File: src/rtl/rot_pkg.sv
// Shared constants and the rotate-direction type used by the rot_stream slice.
package rot_pkg;
  localparam int N_DEF     = 8;
  localparam int DEPTH_DEF = 4;

  typedef enum logic {
    ROT_RIGHT = 1'b0,
    ROT_LEFT  = 1'b1
  } rot_dir_e;
endpackage

File: src/rtl/rot_core.sv
// Purely combinational rotate-right: dout[i] = din[(i + amt) mod N].
module rot_core #(
  parameter int N = 8
) (
  input  logic [N-1:0]         din,
  input  logic [$clog2(N)-1:0] amt,
  output logic [N-1:0]         dout
);
  logic [2*N-1:0] dbl;

  // Shifting the doubled word right brings the wrapped bits in from the upper copy.
  assign dbl  = {din, din} >> amt;
  assign dout = dbl[N-1:0];
endmodule

File: src/rtl/rot_stream.sv
// Valid/ready rotate stream: command FIFO -> rot_core -> output register.
// Define ROT_STREAM_LEFT_EN to add the in_dir port (per-entry left/right selection).
module rot_stream
  import rot_pkg::*;
#(
  parameter int N     = N_DEF,
  parameter int DEPTH = DEPTH_DEF
) (
  input  logic                   clk,
  input  logic                   rst_n,
  input  logic                   in_valid,
  output logic                   in_ready,
  input  logic [N-1:0]           in_data,
  input  logic [$clog2(N)-1:0]   in_amt,
`ifdef ROT_STREAM_LEFT_EN
  input  logic                   in_dir,
`endif
  output logic                   out_valid,
  input  logic                   out_ready,
  output logic [N-1:0]           out_data,
  output logic [$clog2(DEPTH):0] count
);
  localparam int AW = $clog2(N);
  localparam int PW = $clog2(DEPTH);

  typedef struct packed {
    logic [N-1:0]  data;
    logic [AW-1:0] amt;
    rot_dir_e      dir;
  } cmd_t;

  cmd_t          mem [DEPTH];
  cmd_t          cmd_in;
  cmd_t          head;
  logic [PW-1:0] wptr;
  logic [PW-1:0] rptr;
  logic          push;
  logic          pop;
  logic [AW-1:0] amt_eff;
  logic [N-1:0]  rot_data;

  assign cmd_in.data = in_data;
  assign cmd_in.amt  = in_amt;
`ifdef ROT_STREAM_LEFT_EN
  assign cmd_in.dir  = rot_dir_e'(in_dir);
`else
  assign cmd_in.dir  = ROT_RIGHT;
`endif

  assign in_ready = (count < (PW+1)'(DEPTH));
  assign push     = in_valid && in_ready;
  assign pop      = (count != '0) && (!out_valid || out_ready);
  assign head     = mem[rptr];

  // Left by k equals right by (N - k) mod N; truncation to AW bits gives the mod.
  assign amt_eff = (head.dir == ROT_LEFT) ? AW'(N - int'(head.amt)) : head.amt;

  rot_core #(.N(N)) u_core (
    .din  (head.data),
    .amt  (amt_eff),
    .dout (rot_data)
  );

  always_ff @(posedge clk) begin
    if (push) mem[wptr] <= cmd_in;
  end

  always_ff @(posedge clk or negedge rst_n) begin
    if (!rst_n) begin
      wptr  <= '0;
      rptr  <= '0;
      count <= '0;
    end else begin
      if (push) wptr <= wptr + 1'b1;
      if (pop)  rptr <= rptr + 1'b1;
      unique case ({push, pop})
        2'b10:   count <= count + 1'b1;
        2'b01:   count <= count - 1'b1;
        default: count <= count;
      endcase
    end
  end

  always_ff @(posedge clk or negedge rst_n) begin
    if (!rst_n) begin
      out_valid <= 1'b0;
      out_data  <= '0;
    end else if (pop) begin
      out_valid <= 1'b1;
      out_data  <= rot_data;
    end else if (out_ready) begin
      out_valid <= 1'b0;
    end
  end
endmodule

File: config.mk
export PLATFORM = sky130hd
export DESIGN_NAME = rot_stream
export DESIGN_NICKNAME = d
export VERILOG_FILES = /design/src/rtl/rot_pkg.sv /design/src/rtl/rot_core.sv /design/src/rtl/rot_stream.sv
export SDC_FILE = /design/constraint.sdc
export NUM_CORES = 1
export LEC_CHECK = 0
export BUFFER_PORTS_ARGS = -buffer_cell sky130_fd_sc_hd__buf_2
export CORE_UTILIZATION = 47
export CTS_BUF_LIST = sky130_fd_sc_hd__clkbuf_8
export DETAILED_ROUTE_END_ITERATION = 8
export GPL_ROUTABILITY_DRIVEN = 0
export PLACE_DENSITY_LB_ADDON = 0.3
export SKIP_CTS_REPAIR_TIMING = 1
export SLEW_MARGIN = 10
export SYNTH_ARGS = -nofsm -noshare
export SYNTH_HDL_FRONTEND = slang
export SYNTH_SLANG_ARGS = --single-unit
File: constraint.sdc
create_clock -name clk -period 5.43 [get_ports clk]
set_input_delay 0.543 -clock clk [delete_from_list [all_inputs] [get_ports clk]]
set_output_delay 0.543 -clock clk [all_outputs]
set_load 0.02 [all_outputs]
Yosys cells after proc, flatten, opt, wreduce, memory -nomap -nowiden. Memories as Yosys holds them, arrays and structs flattened. Index checks and enable logic that the tools add are counted.

Word-level logic and storage cells: 28. Bits in writable memories: 44. Memories kept: 1. Bits of input ports: 15. Register bits: 16.

Memory list: mem (depth 4, bits a word 11, read ports 1, clocked after memory_dff 0, write ports 1, line rot_stream.sv:32) `cmd_t mem [DEPTH];`.

Equal/unequal tests: 2. Reduce and logical (&&, ||, !) cells: 7. $add $sub $neg: 5. Shift operators: 1. Order comparisons: 1. Muxes and demuxes: 6.

Operator list (count): $shr 16x3->8 (1); $pmux 3 s2 (1); $add 2x1->2 const B (2); $mux 1 (4); $reduce_bool 2->1 (2); $add 3x1->3 const B (1); $lt 3x3->1 const B (1); $mux 3 (1); $reduce_bool 3->1 (1); $sub 1x3->3 const A (1); $sub 3x1->3 const B (1); $eq 2x1->1 const B (1); $eq 2x2->1 const B (1); $logic_and 1x1->1 (2); $logic_not 1->1 (1); $logic_or 1x1->1 (1).

Logic depth before layout (Yosys ltp). Gate-level depths: netlist of the first run.

Depth after elaboration: 5. Gate-level depth with buffers: 10. Gate-level depth less buffers: 9.

Modules after synthesis. A second synthesis of the first run with hierarchy kept.

Cell total of the unflattened synthesis: 135. Area total of the unflattened synthesis: 2686.3 µm².

By module, submodules not included: rot_stream (cells an instance 116, area each 2359.8 µm², times used 1, sequential area each 1721.7 µm²); rot_core (cells an instance 19, area each 326.6 µm², times used 1, sequential area each 0.0 µm²).

Worst setup path after synthesis of the first run. No wires, ideal clock.

Path type: register -> register. Start: reg count[0]. End: reg count[2]. Slack: 3.460 ns. Library setup time: 0.080 ns. Path buffers: 1. Period minus slack after synthesis: 1.970 ns. Required time: 5.350 ns. Arrival: 1.890 ns. Cell stages (with the launch flop): 11. Path through: dfrtp_1 nor3_1 a21o_1 clkbuf_8 inv_2 ha_1 inv_1 fa_1 xor2_1 nor2_1 xnor2_1.

Cells in the longest elaborated chain, start to end: 4. Elaborated cells between the ends (all ways): 10. Classes of those cells: 2 x add/sub; 1 x order compare; 2 x eq/ne; 1 x mux; 4 x reduce/logical.

RTL lines: start, declared (line rot_stream.sv:21) `output logic [$clog2(DEPTH):0] count`; start signal, assigned (line rot_stream.sv:77) `2'b10: count <= count + 1'b1;`; start signal, assigned (line rot_stream.sv:78) `2'b01: count <= count - 1'b1;`; start signal, assigned (line rot_stream.sv:79) `default: count <= count;`; $reduce_bool 3->1 (*) (line rot_stream.sv:52) `assign pop = (count != '0) && (!out_valid || out_ready);`; $logic_and 1x1->1 (*) (line rot_stream.sv:52); named net pop (line rot_stream.sv:38) `logic pop;`; $eq 2x1->1 or $eq 2x2->1 (tied branches) (line rot_stream.sv:76) `unique case ({push, pop})`; $pmux 3 s2 or $reduce_bool 2->1 (tied branches).

The timed path passes the listed nets; every way through them passes the cells marked *. A chain may end at the register's enable or synchronous reset.

Worst setup path in the final report of the first run.
Start: reg rptr[0]. End: reg out_data[1].

Cells in the longest elaborated chain, start to end: 4.

RTL lines: start, declared (line rot_stream.sv:36) `logic [PW-1:0] rptr;`; start signal, assigned (line rot_stream.sv:75) `if (pop) rptr <= rptr + 1'b1;`; $mem_v2 4x11 (*); $sub 1x3->3 (line rot_stream.sv:56) `assign amt_eff = (head.dir == ROT_LEFT) ? AW'(N - int'(head.amt)) : head.amt;`; $mux 3 (line rot_stream.sv:56); $shr 16x3->8 (*) (line rot_core.sv:12) `assign dbl = {din, din} >> amt;`; end signal, assigned (line rot_stream.sv:90) `out_data <= rot_data;`; end, declared (line rot_stream.sv:20) `output logic [N-1:0] out_data,`.

Every way passes the cells marked *; elsewhere a longest branch is shown, timed or not.

==> results of run 1 <==
[metal layers]
metal | wire [um] | track usage (%)
met1 | 1820 | 18.8
met2 | 2350 | 28.1
met3 | 201 | 6.94
met4 | 19 | 6.79
met5 | 0 | 0
[cell usage after synthesis, drive strengths merged, types with 5 or more instances]
cell type / number / share of area (%)
mux2: 8 / 4.5
buf: 5 / 1.7
o31ai: 8 / 3.7
o22ai: 16 / 3.7
dfrtp: 16 / 15
edfxtp: 44 / 49
mux4: 11 / 9.2
nand2: 13 / 1.8
inv: 9 / 1.3
ha: 5 / 2.3
xnor2: 5 / 1.6
[final cells by class]
type / instances / area share, %
sequential: 60 / 58.1
timing repair buffer: 27 / 4.56
inverter: 9 / 1.14
tap: 72 / 3.04
clock buffer: 9 / 4.18
multi-input combinational: 81 / 28.1
clock inverter: 6 / 0.845
[stage by stage]
stage               util (%)  setup slack, ns  cells  total power [mW]
finish                  53.8             3.03    264              1.80
global route            53.8             2.86    264              1.91
CTS                     53.8             3.01    264              1.82
detailed placement      51.1             3.02    249              1.50
global placement        51.1             3.06    249              1.45
floorplan                  -             3.46    159              1.37
[sequential cells by signal (all words and copies together), names as in the netlist]
name,flops
count,3
mem,44
out_data,8
out_valid,1
rptr,2
wptr,2
[cells by family after synthesis]
kind of cell,share of synthesized area [%]
xor gates and xnor gates,1.96
and+or+nand+nor,4.01
adders and majority gates,3.08
muxes,14.1
buffers and inverters,4.67
DFF,64.2
AOI/OAI and AO/OA,7.94
[worst paths after layout]
kind                               end  slack [ns]         from  cells after the start
setup reg to reg           out_data[1]        3.03      rptr[0]                      4
hold reg to reg            out_data[2]        0.48  out_data[2]                      2
min in group clk             mem[2][5]        0.43   in_data[2]                      1
max in group asynchronous      wptr[0]        5.05        rst_n                      1
setup / recovery           out_data[1]        3.03      rptr[0]                      4
hold / removal             out_data[0]        0.12        rst_n                      1
[power by group]
group	internal [mW]	total, mW	switching, mW
clock	0.155	0.310	0.155
sequential	0.607	0.693	0.0865
combinational	0.370	0.796	0.427
==> results.ini, run 1 <==
[setup_path]
cp_slowest_stage_delay_ns=0.81
worst_path_dominant_cell_family=multiplexers
arrival_ns=2.57
worst_ep_required_time_ns=5.61
cp-start-kind=flip-flop
cp_max_fo=13
worstSetupEndpointType=flip-flop
timing.critical_path.buf_inv=0
path_cells=mux4_2, mux2_4, o22ai_1, o31ai_2
path_class=flip-flop to flip-flop
cpMaxStageDelayCell=dfrtp_1

[synth]
synthCells=159
async_reset_ff_share_pct=26.7
yosysWarnings=0
synth_area_um2=2680
synth_cell_types=27
synth-edff-count=44
synth_seq_cells=60
avgSynthCellArea_um2=16.9
synthFlopType=edfxtp_1
seq_area_frac_synth_pct=64.2
synth_fp_nets=180

[global_routing]
grt_pass1_wl_mm=7.26
grt_max_degree=19
grt_pass1_vias=1500
grtUsageTotal_pct=16.8
overflow=0
antenna_found_initial=0

[sta]
max_slew_margin_pct=51.5
period_needed_ns=2.40
maxSlewViolCount=0
hold_viol_final=0
fmax_mhz=418
finalSetupViolCount=0
fin_worst_skew_ns=0.00339
rsz0062_at_grt=no
fin_setup_tns_ns=0
whs_ns=0.120
worstMarginPinSlew_ns=0.728
finalCritPeriodShare_pct=44.1

[placement]
post_dp_cell_area_um2=2810
dpl.hpwl_mm=3.09
numPortBuffers=27

[final_layout]
fill_cells=443
fin_area_um2=2960
layout_common_cells=44 x edfxtp_1, 27 x buf_2, 16 x o22ai_1, 16 x dfrtp_1, 13 x nand2_1
multi_input_area_um2=833
final_nets=209
seqCellArea_um2=1720
layout-drive-gt1-share_pct=34.4
final_common_cell=edfxtp_1
antennaDiodeCount=0
syn_to_final_growth_pct=10.6

[power]
p_leak_nw=1.13
peakVddDrop_mv=0.235
p_per_area_nw_per_um2=607

[clock_tree]
cts.sinks=60
cts_buffers=9
cts_tree=built
clk_latency_ns=0.32
path_clk_slew_ns=0.06
root_buffer=clkbuf_8
clockBufferDepth=2
cts_max_level=3

[route]
viasPerCell=5.46
drt-total-wl_mm=4.39
drtIter0Drc=72
num_vias=1441
ant_nets=0
drc=0
wire_per_inst_um=16.6
first_pass_iters=4

[die]
die_h_um=77.5
core_um2=5510
die_w_um=77.5
die-area_um2=6010
initial_core_util_pct=48.7
io_pins=28
rows=27

[hold_path]
holdCritPathClass=input pin to async pin

[job]
cap_violations=0

[outcome]
status=complete, no violations

No activity file was read; power rests on OpenSTA's default activity.
==> run 2, diff against run 1 <==
- clock period: 5.43 -> 2.5 ns (I/O delays scaled with it)
==> results.ini, run 2 (synthesized netlist as in run 1, its figures left out) <==
[setup_path]
cp-start-kind=flip-flop
path_class=flip-flop to flip-flop
worst_ep_required_time_ns=2.72
cp_max_fo=9
worstSetupEndpointType=flip-flop
arrival_ns=2.29

[die]
rows=27
core_um2=5510
die_w_um=77.5
io_pins=28
initial_core_util_pct=48.7
die_h_um=77.5
die-area_um2=6010

[global_routing]
overflow=0
grtUsageTotal_pct=17.0
grt_max_degree=18
grt_pass1_vias=1505
grt_pass1_wl_mm=7.38
antenna_found_initial=0

[final_layout]
layout_common_cells=44 x edfxtp_1, 27 x buf_2, 16 x o22ai_1, 16 x dfrtp_1, 13 x nand2_1
largestRegisters=mem x44, out_data x8, count x3
regMostFlops=mem
layout-drive-gt1-share_pct=36.0
final_common_cell=edfxtp_1
largest_reg_flops=44
final_nets=213
syn_to_final_growth_pct=13.0
antennaDiodeCount=0

[sta]
finalCritPeriodShare_pct=82.9
fmax_mhz=482
fin_setup_tns_ns=0
hold_viol_final=0
period_needed_ns=2.07
max_slew_margin_pct=59.5
maxSlewViolCount=0
fin_worst_skew_ns=0.00449
worstMarginPinSlew_ns=0.608
finalSetupViolCount=0
rsz0062_at_grt=no
whs_ns=0.133

[route]
first_pass_iters=4
viasPerCell=5.41
drc=0
drtIter0Drc=59
num_vias=1456
ant_nets=0
drt-total-wl_mm=4.44
wire_per_inst_um=16.5

[power]
p_per_area_nw_per_um2=1340
peakVddDrop_mv=0.513
p_leak_nw=1.16

[outcome]
status=complete, no violations

[clock_tree]
clk_latency_ns=0.34
path_clk_slew_ns=0.07
cts_tree=built
root_buffer=clkbuf_8
cts.sinks=60
cts_max_level=3
cts_buffers=9
clockBufferDepth=2

[job]
cap_violations=0

[placement]
dpl.hpwl_mm=3.14
numPortBuffers=27

[hold_path]
holdCritPathClass=input pin to flip-flop

run 2: path summary, 6_finish.rpt:
| check | start | endpoint | slack, ns | cells past startpoint |
|---|---|---|---|---|
| min reg2reg | out_data[4] | out_data[4] | 0.48 | 2 |
| min | in_data[7] | mem[0][10] | 0.13 | 1 |
| min in group asynchronous | rst_n | out_data[2] | 0.35 | 2 |
| max in group asynchronous | rst_n | count[2] | 1.88 | 2 |
| max | rptr[0] | out_data[6] | 0.43 | 5 |
| max reg2reg | rptr[0] | out_data[6] | 0.43 | 5 |
run 2: stage by stage:
stage                     util, %  cell area, um^2  power (mW)  instances  setup slack [ns]
after CTS                    54.8             3020        4.10        268             0.390
after global routing         55.0             3030        4.32        269             0.276
final                        55.0             3030        4.07        269             0.427
after global placement       51.5             2840        3.18        252             0.455
after detailed placement     51.5             2840        3.29        252             0.409
after floorplan                 -             2680        2.99        159             0.530
run 2: layout make-up:
cell class                      instances  area (um^2)
Clock buffer                            9          124
Inverter                                9         33.8
Clock inverter                          7         58.8
Multi-Input combinational cell         81          833
Tap cell                               72         90.1
Fill cell                             425         2480
Sequential cell                        60         1720
Timing Repair Buffer                   31          168
run 2: report_power, final:
part	total, mW	internal [mW]	switching (mW)
Sequential	1.46	1.32	0.140
Clock	0.812	0.446	0.367
Combinational	1.80	0.827	0.969
Total	4.07	2.59	1.48
run 2: routing by layer:
layer	routed length (um)	up-vias	GRT usage (%)
li1	-	670	-
met1	2010	736	20.8
met2	2170	40	27.0
met3	174	10	5.06
met4	91	0	9.25
met5	0	-	0
run 2: critical path, cell delays in order (launching register included):
cell     delay [ns]
dfrtp_1        0.51
buf_4          0.27
mux4_2         0.56
mux2_4         0.32
o22ai_1        0.21
o31ai_2        0.09
